$ cat src/rtl/cpe_pilot_accum.sv
// Pilot accumulator: sums the four pilot-bin products of each OFDM symbol into a CPE vector.
// Latency: cpe_valid pulses 1 clk after the last bin (idx N-1) of a symbol is accepted.
// Backpressure: none; every in_en sample is consumed, in_en=0 gaps simply freeze the state.
//
// Ports:
//   clk, rst          rising-edge clock, synchronous active-high reset
//   in_en             product valid; in_r/in_i signed Q-bit product
//   sym_start         marks bin 0 of a symbol (only meaningful with in_en=1)
//   cpe_r/cpe_i       signed ACC_W-bit pilot sum, held between pulses
//   cpe_valid         one-cycle pulse when cpe_r/cpe_i are updated
//   sync_err          one-cycle pulse when a symbol is aborted by an early sym_start
//   sym_cnt           completed-symbol counter, wraps 255->0
module cpe_pilot_accum #(
  parameter int N     = 64,
  parameter int Q     = 16,
  parameter int ACC_W = Q + 3,
  parameter int P0    = 7,
  parameter int P1    = 21,
  parameter int P2    = 43,
  parameter int P3    = 57
) (
  input  logic                    clk,
  input  logic                    rst,
  input  logic                    in_en,
  input  logic signed [Q-1:0]     in_r,
  input  logic signed [Q-1:0]     in_i,
  input  logic                    sym_start,
  output logic signed [ACC_W-1:0] cpe_r,
  output logic signed [ACC_W-1:0] cpe_i,
  output logic                    cpe_valid,
  output logic                    sync_err,
  output logic [7:0]              sym_cnt
);

  localparam int IDX_W = $clog2(N);

  typedef enum logic {IDLE, ACCUM} state_t;

  state_t                   state_q, state_d;
  logic [IDX_W-1:0]         idx_q, idx_d;
  logic signed [ACC_W-1:0]  acc_r_q, acc_r_d, acc_i_q, acc_i_d;
  logic signed [ACC_W-1:0]  cpe_r_q, cpe_r_d, cpe_i_q, cpe_i_d;
  logic                     valid_q, valid_d, err_q, err_d;
  logic [7:0]               cnt_q, cnt_d;

  logic signed [ACC_W-1:0]  ext_r, ext_i;
  logic signed [ACC_W-1:0]  add_r, add_i;    // contribution at the current idx
  logic signed [ACC_W-1:0]  first_r, first_i; // contribution when this sample restarts as bin 0

  function automatic logic is_pilot(input logic [IDX_W-1:0] k);
    return (k == IDX_W'(P0)) || (k == IDX_W'(P1)) ||
           (k == IDX_W'(P2)) || (k == IDX_W'(P3));
  endfunction

  assign ext_r   = {{(ACC_W-Q){in_r[Q-1]}}, in_r};
  assign ext_i   = {{(ACC_W-Q){in_i[Q-1]}}, in_i};
  assign add_r   = is_pilot(idx_q) ? ext_r : '0;
  assign add_i   = is_pilot(idx_q) ? ext_i : '0;
  assign first_r = is_pilot('0) ? ext_r : '0;
  assign first_i = is_pilot('0) ? ext_i : '0;

  always_comb begin
    state_d = state_q;
    idx_d   = idx_q;
    acc_r_d = acc_r_q;
    acc_i_d = acc_i_q;
    cpe_r_d = cpe_r_q;
    cpe_i_d = cpe_i_q;
    valid_d = 1'b0;
    err_d   = 1'b0;
    cnt_d   = cnt_q;
    case (state_q)
      IDLE: begin
        if (in_en && sym_start) begin
          state_d = ACCUM;
          idx_d   = IDX_W'(1);
          acc_r_d = first_r;
          acc_i_d = first_i;
        end
      end
      ACCUM: begin
        if (in_en) begin
          if (sym_start && (idx_q != '0)) begin
            // Early resync wins over completion, even at idx N-1.
            err_d   = 1'b1;
            idx_d   = IDX_W'(1);
            acc_r_d = first_r;
            acc_i_d = first_i;
          end else if (idx_q == IDX_W'(N-1)) begin
            cpe_r_d = acc_r_q + add_r;
            cpe_i_d = acc_i_q + add_i;
            valid_d = 1'b1;
            cnt_d   = cnt_q + 8'd1;
            acc_r_d = '0;
            acc_i_d = '0;
            idx_d   = '0;
          end else begin
            // acc is already zero at idx 0, so bin 0 needs no special case here.
            acc_r_d = acc_r_q + add_r;
            acc_i_d = acc_i_q + add_i;
            idx_d   = idx_q + IDX_W'(1);
          end
        end
      end
      default: state_d = IDLE;
    endcase
  end

  always_ff @(posedge clk) begin
    if (rst) begin
      state_q <= IDLE;
      idx_q   <= '0;
      acc_r_q <= '0;
      acc_i_q <= '0;
      cpe_r_q <= '0;
      cpe_i_q <= '0;
      valid_q <= 1'b0;
      err_q   <= 1'b0;
      cnt_q   <= '0;
    end else begin
      state_q <= state_d;
      idx_q   <= idx_d;
      acc_r_q <= acc_r_d;
      acc_i_q <= acc_i_d;
      cpe_r_q <= cpe_r_d;
      cpe_i_q <= cpe_i_d;
      valid_q <= valid_d;
      err_q   <= err_d;
      cnt_q   <= cnt_d;
    end
  end

  assign cpe_r     = cpe_r_q;
  assign cpe_i     = cpe_i_q;
  assign cpe_valid = valid_q;
  assign sync_err  = err_q;
  assign sym_cnt   = cnt_q;

endmodule

$ cat config.mk
export PLATFORM = sky130hd
export DESIGN_NAME = cpe_pilot_accum
export DESIGN_NICKNAME = d
export VERILOG_FILES = /design/src/rtl/cpe_pilot_accum.sv
export SDC_FILE = /design/constraint.sdc
export NUM_CORES = 1
export LEC_CHECK = 0
export CAP_MARGIN = 15
export CORE_AREA = 2 2 129 131
export DETAILED_ROUTE_END_ITERATION = 6
export DIE_AREA = 0 0 131 133
export PLACE_DENSITY_LB_ADDON = 0.1
export SETUP_SLACK_MARGIN = 0.02
export SLEW_MARGIN = 5
export SYNTH_ARGS = -nofsm -noshare
export SYNTH_HDL_FRONTEND = slang
export SYNTH_SLANG_ARGS = --single-unit
$ cat constraint.sdc
create_clock -name clk -period 8.9 [get_ports clk]
set_input_delay 2.67 -clock clk [delete_from_list [all_inputs] [get_ports clk]]
set_output_delay 2.67 -clock clk [all_outputs]
set_load 0.02 [all_outputs]
==> reports/results.ini <==
[status]
outcome = completed

[detailed_routing]
drt_pass1_iterations = 5
postRouteAntennaNets = 0
first_iter_violations = 264
drc = 0
via_count = 5017
avgViaCountPerCell = 5.25
wirelength_um = 15300
wl_per_cell_um = 16.0

[synth]
synth_cells = 671
avgSynthCellArea_um2 = 8.26
synth_seq_cells = 93
synth.distinct_cells = 68
synth_area_leaders = dfxtp_1 34%, ha_1 9.0%, a21oi_1 6.1%
synth_compound_area_share_pct = 24.9
synth_top_area_cell = dfxtp_1
synth_warnings = 0
synth_nets = 749
synthArstFlopShare_pct = 0
synthAdderAreaFrac_pct = 9.75
synth_mux_area_share_pct = 0.361
synth_top_family_by_area = compound AO/OA/AOI/OAI gates
synth_seq_area_share_pct = 33.6
synth_top_area_share_pct = 33.6
synthXorXnorAreaFrac_pct = 6.48
synth_flop_cell = dfxtp_1
synth-simple-area-share_pct = 21.5
netlist_area_mm2 = 0.00554
synth_edf_count = 0

[placed_design]
pre_cts_slack_ns = 3.39
io_buffer_count = 83
place_hpwl_um = 10700
gp_congestion = 0.879

[finish]
nets = 808
mostFrequentLayoutCell = dfxtp_1
nFillCells = 1622
layout-drive-gt1-share_pct = 5.17
layout_common_cells = 93 x dfxtp_1, 86 x nand2_1, 82 x clkdlybuf4s50_1
antennaDiodeCount = 0
syn2layout_area_growth_pct = 23.3

[global_routing]
antenna_found_initial = 0
overflow = 0
grt_pass1_wl_um = 25400
grt_pass1_vias = 4931
grt_max_degree = 50
gr-usage-all-layers_pct = 18.4

[sta]
max-slew-margin-rel_pct = 33.7
fin_ws_ns = 3.74
setup_tns_ns = 0
finClkSkew_ns = 0.00907
rsz0062_at_grt = false
tightest_slew_ns = 0.993
fin_crit_ns = 5.16
report.final.slew_viol_count = 0
max_freq_mhz = 194
hold_viol = 0
worst_hold_slack_ns = 0.455
finalSetupViolations = 0
finalCritPeriodShare_pct = 58.0

[die]
die_h_um = 133
die_area_mm2 = 0.0174
io_pins = 84
die_w_um = 131
rows = 47
start_util_pct = 34.3
core_mm2 = 0.0162

[cts]
cts.hold.buffers_added = 0
clockRootBuffer = clkbuf_16
cts_max_level = 3
cts_buffers = 9
postCtsSetupBuffers = 0
cts_tree = done
clk_path_buf_depth = 2
clk_pin_slew_ns = 0.07
cts_resized = 0
cts_sinks = 93
worstSkewPairLatency_ns = 0.36

[critical_path]
r2r_end = cpe_i[18]
arrival_ns = 5.37
r2r_cells = 11
timing.rr.start = idx_q[2]
critPathMaxFanout = 3
crit_type = input port to flip-flop
required_ns = 9.10
startpoint_type = input port
critPathCaptureType = flip-flop
reg2reg_setup_slack_ns = 5.04

[worst_hold_path]
whs_endpoint = cpe_r[14]
min-delay-start = cpe_r[14]
worstHoldPathType = flip-flop to flip-flop
hold_depth = 2

[pwr]
peakVddDrop_mv = 0.0913
power_density_mw_per_mm2 = 129
p_leak_nw = 2.72
power_mw = 0.883

[run]
drv_cap = 0

[registers in the layout, indices dropped and copies added (netlist names)]
| name | count |
|---|---|
| acc_i_q | 19 |
| cpe_i | 19 |
| cpe_r | 19 |
| sym_cnt | 8 |
| acc_r_q | 19 |
| cpe_valid | 1 |
| state_q | 1 |
| idx_q | 6 |
| sync_err | 1 |
[worst max-delay path: stages]
cell and delay (ns):
clkdlybuf4s50_1 0.40, and2_1 0.14, ha_1 0.21, fa_1 0.43, a211oi_1 0.24, o21bai_1 0.17, a211oi_1 0.46, nor2_1 0.14
a22oi_1 0.22, xor2_1 0.20, a211oi_1 0.10
[per-layer routing]
metal	GRT usage, %	wire (um)	up-vias
li1	-	-	2516
met4	4.08	163	0
met5	0	0	-
met1	25.9	7460	2380
met3	4.61	756	13
met2	28.5	6900	108
[how the worst max path moves through the flow]
stage,depth (start not counted),slack (ns),from,to
2_1_floorplan,10,4.06,in_r[0],acc_r_q[16]
5_1_grt,11,3.52,in_i[0],cpe_i[16]
6_report,11,3.74,in_i[0],cpe_i[16]
4_1_cts,11,3.76,in_r[0],acc_r_q[16]
3_5_place_dp,11,3.39,in_r[0],acc_r_q[16]
3_3_place_gp,11,3.41,in_r[0],acc_r_q[16]
[cell families after synthesis]
| group | Yosys count |
|---|---|
| AO/OA/AOI/OAI | 205 |
| XOR/XNOR | 41 |
| adder cells (fa/ha/maj) | 42 |
| buffers and inverters | 46 |
| flip-flops | 93 |
| multiplexers | 2 |
| AND/OR/NAND/NOR | 242 |
[metrics by stage]
stage	cells	instance area, um2	util, %
floorplan	671	5540	-
global placement	939	6510	40.3
detailed placement	939	6510	40.3
CTS	955	6840	42.3
global route	955	6840	42.3
finish	955	6840	42.3
[report_power, final]
group | internal (mW) | leakage, nW | switching, mW | total [mW]
Clock | 0.249 | 0.154 | 0.179 | 0.428
Sequential | 0.417 | 0.749 | 0.000974 | 0.418
Combinational | 0.0172 | 1.82 | 0.0199 | 0.0370
Total | 0.683 | 2.72 | 0.200 | 0.883
[cells in the mapped netlist, drive strengths merged, types with 11 or more instances]
| cell type | instances |
|---|---|
| a211oi | 13 |
| a21o | 23 |
| a21oi | 69 |
| a22oi | 17 |
| and2 | 32 |
| buf | 11 |
| clkbuf | 27 |
| dfxtp | 93 |
| ha | 40 |
| nand2 | 88 |
| nor2 | 58 |
| nor3 | 11 |
| o21ai | 34 |
| xnor2 | 25 |
| xor2 | 16 |
[layout make-up]
class	instances	area (um2)	share of cell area, %
multi-input combinational	532	3500	51.2
sequential	93	1860	27.2
timing repair buffer	86	848	12.4
tap	220	275	4.03
clock buffer	10	229	3.35
clock inverter	6	93.8	1.37
inverter	8	30.0	0.439
(Power assumes the default switching activity.)
